[src/rtl/calc_disp_pkg.sv]
// Shared constants and helpers for the calculator display path.
package calc_disp_pkg;

   localparam logic [6:0] SEG_BLANK = 7'h7F;
   localparam logic [7:0] AN_OFF    = 8'hFF;

   localparam logic [1:0] ST_OFF   = 2'd0;
   localparam logic [1:0] ST_GUARD = 2'd1;
   localparam logic [1:0] ST_ON    = 2'd2;

   function automatic int idx_w(input int n);
      return (n > 1) ? $clog2(n) : 1;
   endfunction

endpackage

[src/rtl/seven_segment_decoder.sv]
// Hex nibble to active-low segment pattern {g,f,e,d,c,b,a}.
module seven_segment_decoder (
   input  logic [3:0] hex,
   output logic [6:0] seg
);

   always_comb begin
      seg = 7'h7F;
      case (hex)
         4'h0: seg = 7'h40;
         4'h1: seg = 7'h79;
         4'h2: seg = 7'h24;
         4'h3: seg = 7'h30;
         4'h4: seg = 7'h19;
         4'h5: seg = 7'h12;
         4'h6: seg = 7'h02;
         4'h7: seg = 7'h78;
         4'h8: seg = 7'h00;
         4'h9: seg = 7'h10;
         4'hA: seg = 7'h08;
         4'hB: seg = 7'h03;
         4'hC: seg = 7'h46;
         4'hD: seg = 7'h21;
         4'hE: seg = 7'h06;
         4'hF: seg = 7'h0E;
         default: seg = 7'h7F;
      endcase
   end

endmodule

[src/rtl/seven_seg_scan_ctrl.sv]
// Multiplexed common-anode display scanner with frame-aligned value updates,
// leading-zero blanking and a dark guard interval at the start of each slot.
module seven_seg_scan_ctrl
   import calc_disp_pkg::*;
#(
   parameter int NUM_DIGITS   = 4,
   parameter int REFRESH_DIV  = 50000,
   parameter int GUARD_CYCLES = 500
) (
   input  logic                              clk,
   input  logic                              rst_n,
   input  logic                              enable,
   input  logic                              load,
   input  logic [4*NUM_DIGITS-1:0]           value,
   input  logic [NUM_DIGITS-1:0]             dp_mask,
   input  logic                              lz_en,
   output logic [NUM_DIGITS-1:0]             an,
   output logic [6:0]                        seg,
   output logic                              dp,
   output logic [idx_w(NUM_DIGITS)-1:0]      digit_idx,
   output logic                              frame_done
);

   localparam int IW = idx_w(NUM_DIGITS);
   localparam int CW = $clog2(REFRESH_DIV);
   localparam logic [CW-1:0]         CNT_LAST  = CW'(REFRESH_DIV - 1);
   localparam logic [CW-1:0]         CNT_GUARD = CW'(GUARD_CYCLES);
   localparam logic [IW-1:0]         IDX_LAST  = IW'(NUM_DIGITS - 1);
   localparam logic [NUM_DIGITS-1:0] AN_DARK   = AN_OFF[NUM_DIGITS-1:0];
   localparam logic [NUM_DIGITS-1:0] AN_ONE    = NUM_DIGITS'(1);

   typedef struct packed {
      logic [4*NUM_DIGITS-1:0] value;
      logic [NUM_DIGITS-1:0]   dp_mask;
      logic                    lz_en;
   } disp_t;

   logic [1:0]            state, state_nxt;
   logic [CW-1:0]         cnt, cnt_nxt;
   logic [IW-1:0]         idx_nxt;
   disp_t                 pend, pend_nxt, act, act_nxt, din;
   logic                  pend_v, pend_v_nxt;
   logic                  boundary;
   logic [NUM_DIGITS-1:0] blank;
   logic [3:0]            nib;
   logic [6:0]            dec_seg;
   logic [NUM_DIGITS-1:0] an_nxt;
   logic [6:0]            seg_nxt;
   logic                  dp_nxt, fd_nxt;

   // Slot sequencing: counters are computed ahead so outputs register in step with state.
   always_comb begin
      boundary  = (state != ST_OFF) && (cnt == CNT_LAST) && (digit_idx == IDX_LAST);
      cnt_nxt   = '0;
      idx_nxt   = '0;
      state_nxt = ST_OFF;
      if (enable) begin
         if (state != ST_OFF) begin
            if (cnt == CNT_LAST) begin
               idx_nxt = (digit_idx == IDX_LAST) ? '0 : digit_idx + 1'b1;
            end else begin
               cnt_nxt = cnt + 1'b1;
               idx_nxt = digit_idx;
            end
         end
         state_nxt = (cnt_nxt >= CNT_GUARD) ? ST_ON : ST_GUARD;
      end
   end

   // While dark there is nothing to tear, so a load lands in active at once.
   always_comb begin
      din        = '{value: value, dp_mask: dp_mask, lz_en: lz_en};
      act_nxt    = act;
      pend_nxt   = pend;
      pend_v_nxt = pend_v;
      if (load && (state == ST_OFF || boundary)) begin
         act_nxt    = din;
         pend_v_nxt = 1'b0;
      end else if (load) begin
         pend_nxt   = din;
         pend_v_nxt = 1'b1;
      end else if (boundary && pend_v) begin
         act_nxt    = pend;
         pend_v_nxt = 1'b0;
      end
   end

   always_comb begin
      blank = '0;
      for (int k = 1; k < NUM_DIGITS; k++)
         blank[k] = act_nxt.lz_en && ((act_nxt.value >> (4 * k)) == '0);
      nib = act_nxt.value[4*idx_nxt +: 4];
   end

   seven_segment_decoder u_dec (
      .hex (nib),
      .seg (dec_seg)
   );

   always_comb begin
      an_nxt  = AN_DARK;
      seg_nxt = SEG_BLANK;
      dp_nxt  = 1'b1;
      fd_nxt  = 1'b0;
      if (state_nxt != ST_OFF) begin
         if (state_nxt == ST_ON) an_nxt = ~(AN_ONE << idx_nxt);
         seg_nxt = blank[idx_nxt] ? SEG_BLANK : dec_seg;
         dp_nxt  = ~act_nxt.dp_mask[idx_nxt];
         fd_nxt  = (cnt_nxt == CNT_LAST) && (idx_nxt == IDX_LAST);
      end
   end

   always_ff @(posedge clk) begin
      if (!rst_n) begin
         state      <= ST_OFF;
         cnt        <= '0;
         digit_idx  <= '0;
         pend       <= '0;
         pend_v     <= 1'b0;
         act        <= '0;
         an         <= AN_DARK;
         seg        <= SEG_BLANK;
         dp         <= 1'b1;
         frame_done <= 1'b0;
      end else begin
         state      <= state_nxt;
         cnt        <= cnt_nxt;
         digit_idx  <= idx_nxt;
         pend       <= pend_nxt;
         pend_v     <= pend_v_nxt;
         act        <= act_nxt;
         an         <= an_nxt;
         seg        <= seg_nxt;
         dp         <= dp_nxt;
         frame_done <= fd_nxt;
      end
   end

endmodule

[config.mk]
export PLATFORM = sky130hd
export DESIGN_NAME = seven_seg_scan_ctrl
export DESIGN_NICKNAME = d
export VERILOG_FILES = /design/src/rtl/calc_disp_pkg.sv /design/src/rtl/seven_segment_decoder.sv /design/src/rtl/seven_seg_scan_ctrl.sv
export SDC_FILE = /design/constraint.sdc
export NUM_CORES = 1
export LEC_CHECK = 0
export CAP_MARGIN = 10
export CORE_UTILIZATION = 35
export DETAILED_ROUTE_END_ITERATION = 8
export GPL_TIMING_DRIVEN = 0
export PLACE_DENSITY = 0.57
export SYNTH_ARGS = -nofsm -noshare
export SYNTH_HDL_FRONTEND = slang
export SYNTH_SLANG_ARGS = --single-unit
[constraint.sdc]
create_clock -name clk -period 7.35 [get_ports clk]
set_clock_uncertainty 0.05 [all_clocks]
set_input_delay 1.1025 -clock clk [delete_from_list [all_inputs] [get_ports clk]]
set_output_delay 1.1025 -clock clk [all_outputs]
set_load 0.005 [all_outputs]
## After elaboration in Yosys (flattened, before gate mapping)

Memories as Yosys holds them, arrays and structs flattened. A register that Yosys moved wholly into a read port is not among the register bits.
Index checks and enable logic that the tools add are counted.

- Output and inout bits: 15
- Bits in writable memories: 0
- Bits in registers: 69
- Memories: 1
- Memory bits (read-only): 112
- Bits in latches: 0

- Mux-type cells: 19
- Reductions and logical operators: 21
- $add $sub $neg: 2
- Equal/unequal tests: 5
- Magnitude comparators: 2
- Bitwise operators: 5
- Shift operators: 2
- Div/mod/pow operators: 0
- Multiply operators: 0

Memory list:

| name | words | bits a word | read ports | clocked after Yosys merged registers in | wr ports | line | RTL |
|---|---|---|---|---|---|---|---|
| (no name shown) | 16 | 7 | 1 | 1 | 0 | seven_segment_decoder.sv:9 | `case (hex)` |

Operator list:

| operator | count |
|---|---|
| 16-bit 2-to-1 mux | 4 |
| 21-bit 2-to-1 mux | 3 |
| 16-bit logical NOT | 3 |
| 16-bit equality test, second input constant | 2 |
| 16-bit by 1-bit adder with 16-bit output, second input constant | 1 |
| 16-bit by 9-bit >= comparator with 1-bit output, second input constant | 1 |
| 16-bit by 5-bit indexed part select with 4-bit output | 1 |
| 2-bit 2-to-1 mux | 6 |
| 1-bit logical AND | 8 |
| 2-bit equality test, second input constant | 3 |
| 2-bit nonzero test | 3 |
| 1-bit binary-select mux with 2-bit select | 2 |
| 1-bit 2-to-1 mux | 4 |
| 1-bit NOT | 4 |
| 4-bit NOT | 1 |
| 2-bit AND reduction | 2 |
| 1-bit by 2-bit left shift with 4-bit output, first input constant | 1 |
| 2-bit by 3-bit < comparator with 1-bit output, second input constant | 1 |
| 3-bit AND reduction | 1 |
| 3-bit OR reduction | 1 |
| 2-bit by 1-bit adder with 2-bit output, second input constant | 1 |
| 2-bit logical NOT | 1 |
| 2-bit OR reduction | 1 |
| 1-bit logical OR | 1 |

## Longest topological paths before layout

- Depth after elaboration: 12
- Depth in mapped cells: 15
- Depth with buffers taken out: 13

## Modules after synthesis

Synthesis repeated with hierarchy kept, for this count alone.

- Cell total of the unflattened synthesis: 500
- Area, all modules: 3,962.6 µm²

By module, submodules not included:

| module | cells an instance | instances | area an instance (µm²) | sequential area each (µm²) |
|---|---|---|---|---|
| seven_seg_scan_ctrl | 469 | 1 | 3,709.8 | 1,521.5 |
| seven_segment_decoder | 31 | 1 | 252.7 | 0.0 |

## Least setup slack after synthesis

No wires, ideal clock.

- Path kind: input -> register
- Start point: in load
- End point: reg seg[3]
- Stages on the path: 10
- Path buffers: 1
- Library setup time: 0.120 ns
- Path slack: 3.823 ns
- Arrival time: 3.357 ns
- Cell sequence: nor3b_1 clkbuf_1 nand3b_1 o221ai_4 o22ai_1 a211oi_2 inv_1 ha_1 mux2_1 a211o_1

- Word-level cells in the longest chain between the ends: 7

RTL lines:

| item | line | RTL |
|---|---|---|
| from (decl) | seven_seg_scan_ctrl.sv:13 | `input logic load,` |
| 21-bit 2-to-1 mux or 1-bit logical AND (tied branches) | seven_seg_scan_ctrl.sv:79, seven_seg_scan_ctrl.sv:76 |  |
| 21-bit 2-to-1 mux (*) | seven_seg_scan_ctrl.sv:76 | `if (load && (state == ST_OFF \|\| boundary)) begin` |
| 16-bit logical NOT | seven_seg_scan_ctrl.sv:91 | `blank[k] = act_nxt.lz_en && ((act_nxt.value >> (4 * k)) == '0);` |
| 1-bit logical AND | seven_seg_scan_ctrl.sv:91 |  |
| 1-bit binary-select mux with 2-bit select | seven_seg_scan_ctrl.sv:107 | `seg_nxt = blank[idx_nxt] ? SEG_BLANK : dec_seg;` |
| 1-bit 2-to-1 mux (implied by the code) | seven_seg_scan_ctrl.sv:107 |  |
| 3-bit OR reduction (no source line) | - |  |
| to (decl) | seven_seg_scan_ctrl.sv:18 | `output logic [6:0] seg,` |

Every way passes the cells marked *; elsewhere a longest branch is shown, timed or not. The select of a mux whose other input is x is not followed.
A chain may end at the register's enable or synchronous reset.

## Worst setup path in the final report

- Start point: in load
- End point: reg seg[0]

Same word-level chain as after synthesis.

==> impl_metrics.sql <==
INSERT INTO impl_metrics (metric_group, metric, value, unit) VALUES
('critical_path', 'timing.critical_path.fanout_max', '10', ''),
('detailed_routing', 'antenna_left', '0', ''),
('synthesis', 'synth.top_cell.area_share', '41.08', '%'),
('sta', 'grt_setup_unrepaired', 'false', ''),
('critical_path', 'path_buf_inv', '3', ''),
('final_layout', 'finish.instance_area', '4488', 'µm²'),
('clocking', 'clock_sinks', '76', ''),
('clocking', 'clk_path_buf_depth', '2', ''),
('clocking', 'clock_insertion_delay_worst_skew', '0.37', 'ns'),
('clocking', 'cts_root_buffer', 'sky130_fd_sc_hd__clkbuf_8', ''),
('critical_path', 'critical-path-max-stage-delay', '0.60', 'ns'),
('pwr', 'worst_ir_drop_vdd', '107.3', 'µV'),
('synthesis', 'yosysWarningCount', '0', ''),
('pwr', 'finalPower', '0.9214', 'mW'),
('sta', 'final_hold_viol_count', '0', ''),
('floorplan', 'initial_core_util', '36.04', '%'),
('synthesis', 'synth.largest_area_cell', 'sky130_fd_sc_hd__dfxtp_1', ''),
('clocking', 'cts_resized', '0', ''),
('sta', 'worst-slew-pin-transition', '0.6223', 'ns'),
('synthesis', 'postSynthCellCount', '421', ''),
('detailed_routing', 'dr.max_layer_used', 'met4', ''),
('pwr', 'power.density_cell_area', '205.3', 'nW/µm²'),
('synthesis', 'netlist_area', '3704', 'µm²'),
('grt', 'overflow', '0', ''),
('sta', 'fmaxAchievable', '222.5', 'MHz'),
('synthesis', 'synth-edff-count', '0', ''),
('sta', 'setup-tns-final', '0', 'ns'),
('floorplan', 'num_rows', '37', ''),
('run_status', 'outcome', 'finished, final reports clean', ''),
('detailed_routing', 'route.vias.total', '3094', ''),
('detailed_routing', 'detailroute.wirelength.met2', '3962', 'µm'),
('synthesis', 'synth.cells.most_frequent', 'sky130_fd_sc_hd__dfxtp_1 (76), sky130_fd_sc_hd__nand2_1 (61), sky130_fd_sc_hd__nor2_1 (54)', ''),
('critical_path', 'worst_setup_path_end_kind', 'flop', ''),
('critical_path', 'crit_path_start_kind', 'input port', ''),
('synthesis', 'postSynthNetCount', '453', ''),
('sta', 'timing.final.crit_period', '4.494', 'ns'),
('critical_path', 'arrival', '4.71', 'ns'),
('placed_design', 'place_congestion', '0.8107', ''),
('detailed_routing', 'firstDrtPassIters', '4', ''),
('sta', 'part_of_the_cycle_the_worst_path_needs', '61.14', '%'),
('final_layout', 'areaGrowthSynthToFinish', '21.18', '%'),
('floorplan', 'core_area', '10280', 'µm²'),
('sta', 'remaining_max_slew_budget_at_the_tightest_pin', '58.08', '%'),
('clocking', 'clkSlewWorstSetupHoldPaths', '0.08', 'ns'),
('synthesis', 'synthesis.area_per_instance', '8.797', 'µm²'),
('sta', 'report.final.setup_viol', '0', ''),
('synthesis', 'synth_ff_type', 'sky130_fd_sc_hd__dfxtp_1', ''),
('clocking', 'post_cts.repair.setup_buffers', '0', ''),
('grt', 'via_count_of_the_first_global_routing_pass', '2882', ''),
('detailed_routing', 'drc', '0', ''),
('placed_design', 'place_area', '4264', 'µm²'),
('sta', 'drv_slew', '0', ''),
('grt', 'grt_antenna_before_repair', '0', ''),
('final_layout', 'filler_cell_count', '1068', ''),
('floorplan', 'floorplan.die.width', '104.9', 'µm'),
('synthesis', 'synth.top_cells.by_area', 'sky130_fd_sc_hd__dfxtp_1 (41%), sky130_fd_sc_hd__nand2_1 (6.2%), sky130_fd_sc_hd__nor2_1 (5.5%), sky130_fd_sc_hd__a21oi_1 (4.1%), sky130_fd_sc_hd__mux2i_1 (3.8%)', ''),
('final_layout', 'finalNonFillerCells', '612', ''),
('clocking', 'cts_hold_buf', '0', ''),
('grt', 'grt_max_degree', '14', ''),
('detailed_routing', 'route.detailed.wl_per_inst', '14.82', 'µm'),
('min_path', 'hold_path_class', 'flop to flop', ''),
('synthesis', 'synth.most_common_cell', 'sky130_fd_sc_hd__dfxtp_1', ''),
('synthesis', 'synth_seq_cells', '76', ''),
('detailed_routing', 'met3RoutedLength', '327', 'µm'),
('detailed_routing', 'post_drt_via_cell_ratio', '5.056', ''),
('clocking', 'cts_buffers', '9', ''),
('detailed_routing', 'detail_route.wirelength', '9072', 'µm'),
('run', 'maxCapViolations', '0', ''),
('synthesis', 'postSynth.asyncResetShare', '0', '%'),
('detailed_routing', 'detail_route.iter0.violations', '162', ''),
('final_layout', 'antenna_cells_inserted', '0', '');
## final timing paths
check                           slack, ns  depth (start not counted)               endpoint
worst max-delay path                 2.86                         11      seg[0]$_SDFF_PP1_
worst min register to register       0.40                          2  pend[15]$_SDFFE_PN0P_
worst min-delay path                 0.40                          2  pend[15]$_SDFFE_PN0P_
worst max register to register       3.51                         14      seg[0]$_SDFF_PP1_
## layout by cell type (no fill, tap or decap), types with 5 or more instances in the layout
| cell type | n |
|---|---|
| sky130_fd_sc_hd__o221ai_1 | 6 |
| sky130_fd_sc_hd__clkbuf_8 | 10 |
| sky130_fd_sc_hd__xnor2_1 | 8 |
| sky130_fd_sc_hd__dfxtp_1 | 76 |
| sky130_fd_sc_hd__mux2i_1 | 14 |
| sky130_fd_sc_hd__nand4_1 | 5 |
| sky130_fd_sc_hd__inv_1 | 7 |
| sky130_fd_sc_hd__nand2_1 | 61 |
| sky130_fd_sc_hd__xor2_1 | 8 |
| sky130_fd_sc_hd__nand3_1 | 15 |
| sky130_fd_sc_hd__clkbuf_1 | 12 |
| sky130_fd_sc_hd__buf_4 | 6 |
| sky130_fd_sc_hd__clkdlybuf4s50_1 | 39 |
| sky130_fd_sc_hd__buf_6 | 5 |
| sky130_fd_sc_hd__a21oi_1 | 30 |
| sky130_fd_sc_hd__buf_2 | 5 |
| sky130_fd_sc_hd__nor2b_1 | 5 |
| sky130_fd_sc_hd__and2_1 | 7 |
| sky130_fd_sc_hd__o22ai_1 | 5 |
| sky130_fd_sc_hd__nor3_1 | 11 |
| sky130_fd_sc_hd__nor2_1 | 54 |
| sky130_fd_sc_hd__ha_1 | 7 |
| sky130_fd_sc_hd__nand3b_1 | 10 |
## power breakdown
group	switching (mW)	internal [mW]	leakage, nW
clock	0.166	0.200	0.113
combinational	0.0649	0.0556	0.981
sequential	0.00614	0.429	0.621
total	0.237	0.685	1.71
## cells by family after synthesis
family                   after synthesis  synth area share (%)
AND/OR/NAND/NOR                      194                 26.28
flip-flops                            76                 41.08
AO/OA/AOI/OAI                         75                 15.98
buffers and inverters                 35                 5.338
multiplexers                          18                 5.169
XOR/XNOR                              16                 3.784
adder cells (fa/ha/maj)                7                 2.365
## worst register-to-register path, stage by stage, from the launching register on
cell,delay (ns)
sky130_fd_sc_hd__dfxtp_1,0.42
sky130_fd_sc_hd__ha_1,0.32
sky130_fd_sc_hd__and3_1,0.34
sky130_fd_sc_hd__nand4_2,0.19
sky130_fd_sc_hd__mux2i_1,0.17
sky130_fd_sc_hd__or2_1,0.21
sky130_fd_sc_hd__buf_4,0.16
sky130_fd_sc_hd__buf_4,0.18
sky130_fd_sc_hd__nand2_1,0.08
sky130_fd_sc_hd__o22ai_1,0.10
sky130_fd_sc_hd__a211oi_2,0.49
sky130_fd_sc_hd__inv_1,0.15
sky130_fd_sc_hd__ha_1,0.28
sky130_fd_sc_hd__or3_1,0.39
sky130_fd_sc_hd__a31o_1,0.22
## flip-flops by register name (all words and copies together), names as in the netlist
signal / cells
act: 21
an: 4
cnt: 16
digit_idx: 2
dp: 1
frame_done: 1
pend: 21
pend_v: 1
seg: 7
state: 2
## per-layer routing
metal,vias to the layer above,GRT usage (%)
met3,16,2.994
met2,63,26.21
li1,1572,-
met1,1443,23.83
met4,0,9.356
met5,-,0
## through the flow
step | util (%) | worst slack (ns) | hold slack (ns)
2_1_floorplan | - | 3.823 | 0.3811
3_3_place_gp | 41.49 | 2.580 | 0.3861
6_report | 43.67 | 2.856 | 0.4045
3_5_place_dp | 41.49 | 2.485 | 0.3922
4_1_cts | 43.67 | 2.874 | 0.4037
5_1_grt | 43.67 | 2.621 | 0.4330
## final cells by class
class                   count  area, µm²  share of cell area (%)
plain buffers              28      171.4                   3.819
repair buffers             39      390.4                   8.698
well taps                 136      170.2                   3.791
inverters                   7      26.28                  0.5854
clock inverters             6      86.33                   1.924
multi-input cells         310       1984                   44.22
clock buffers              10      137.6                   3.067
flip-flops and latches     76       1521                   33.90
No activity file was read; power rests on OpenSTA's default activity.
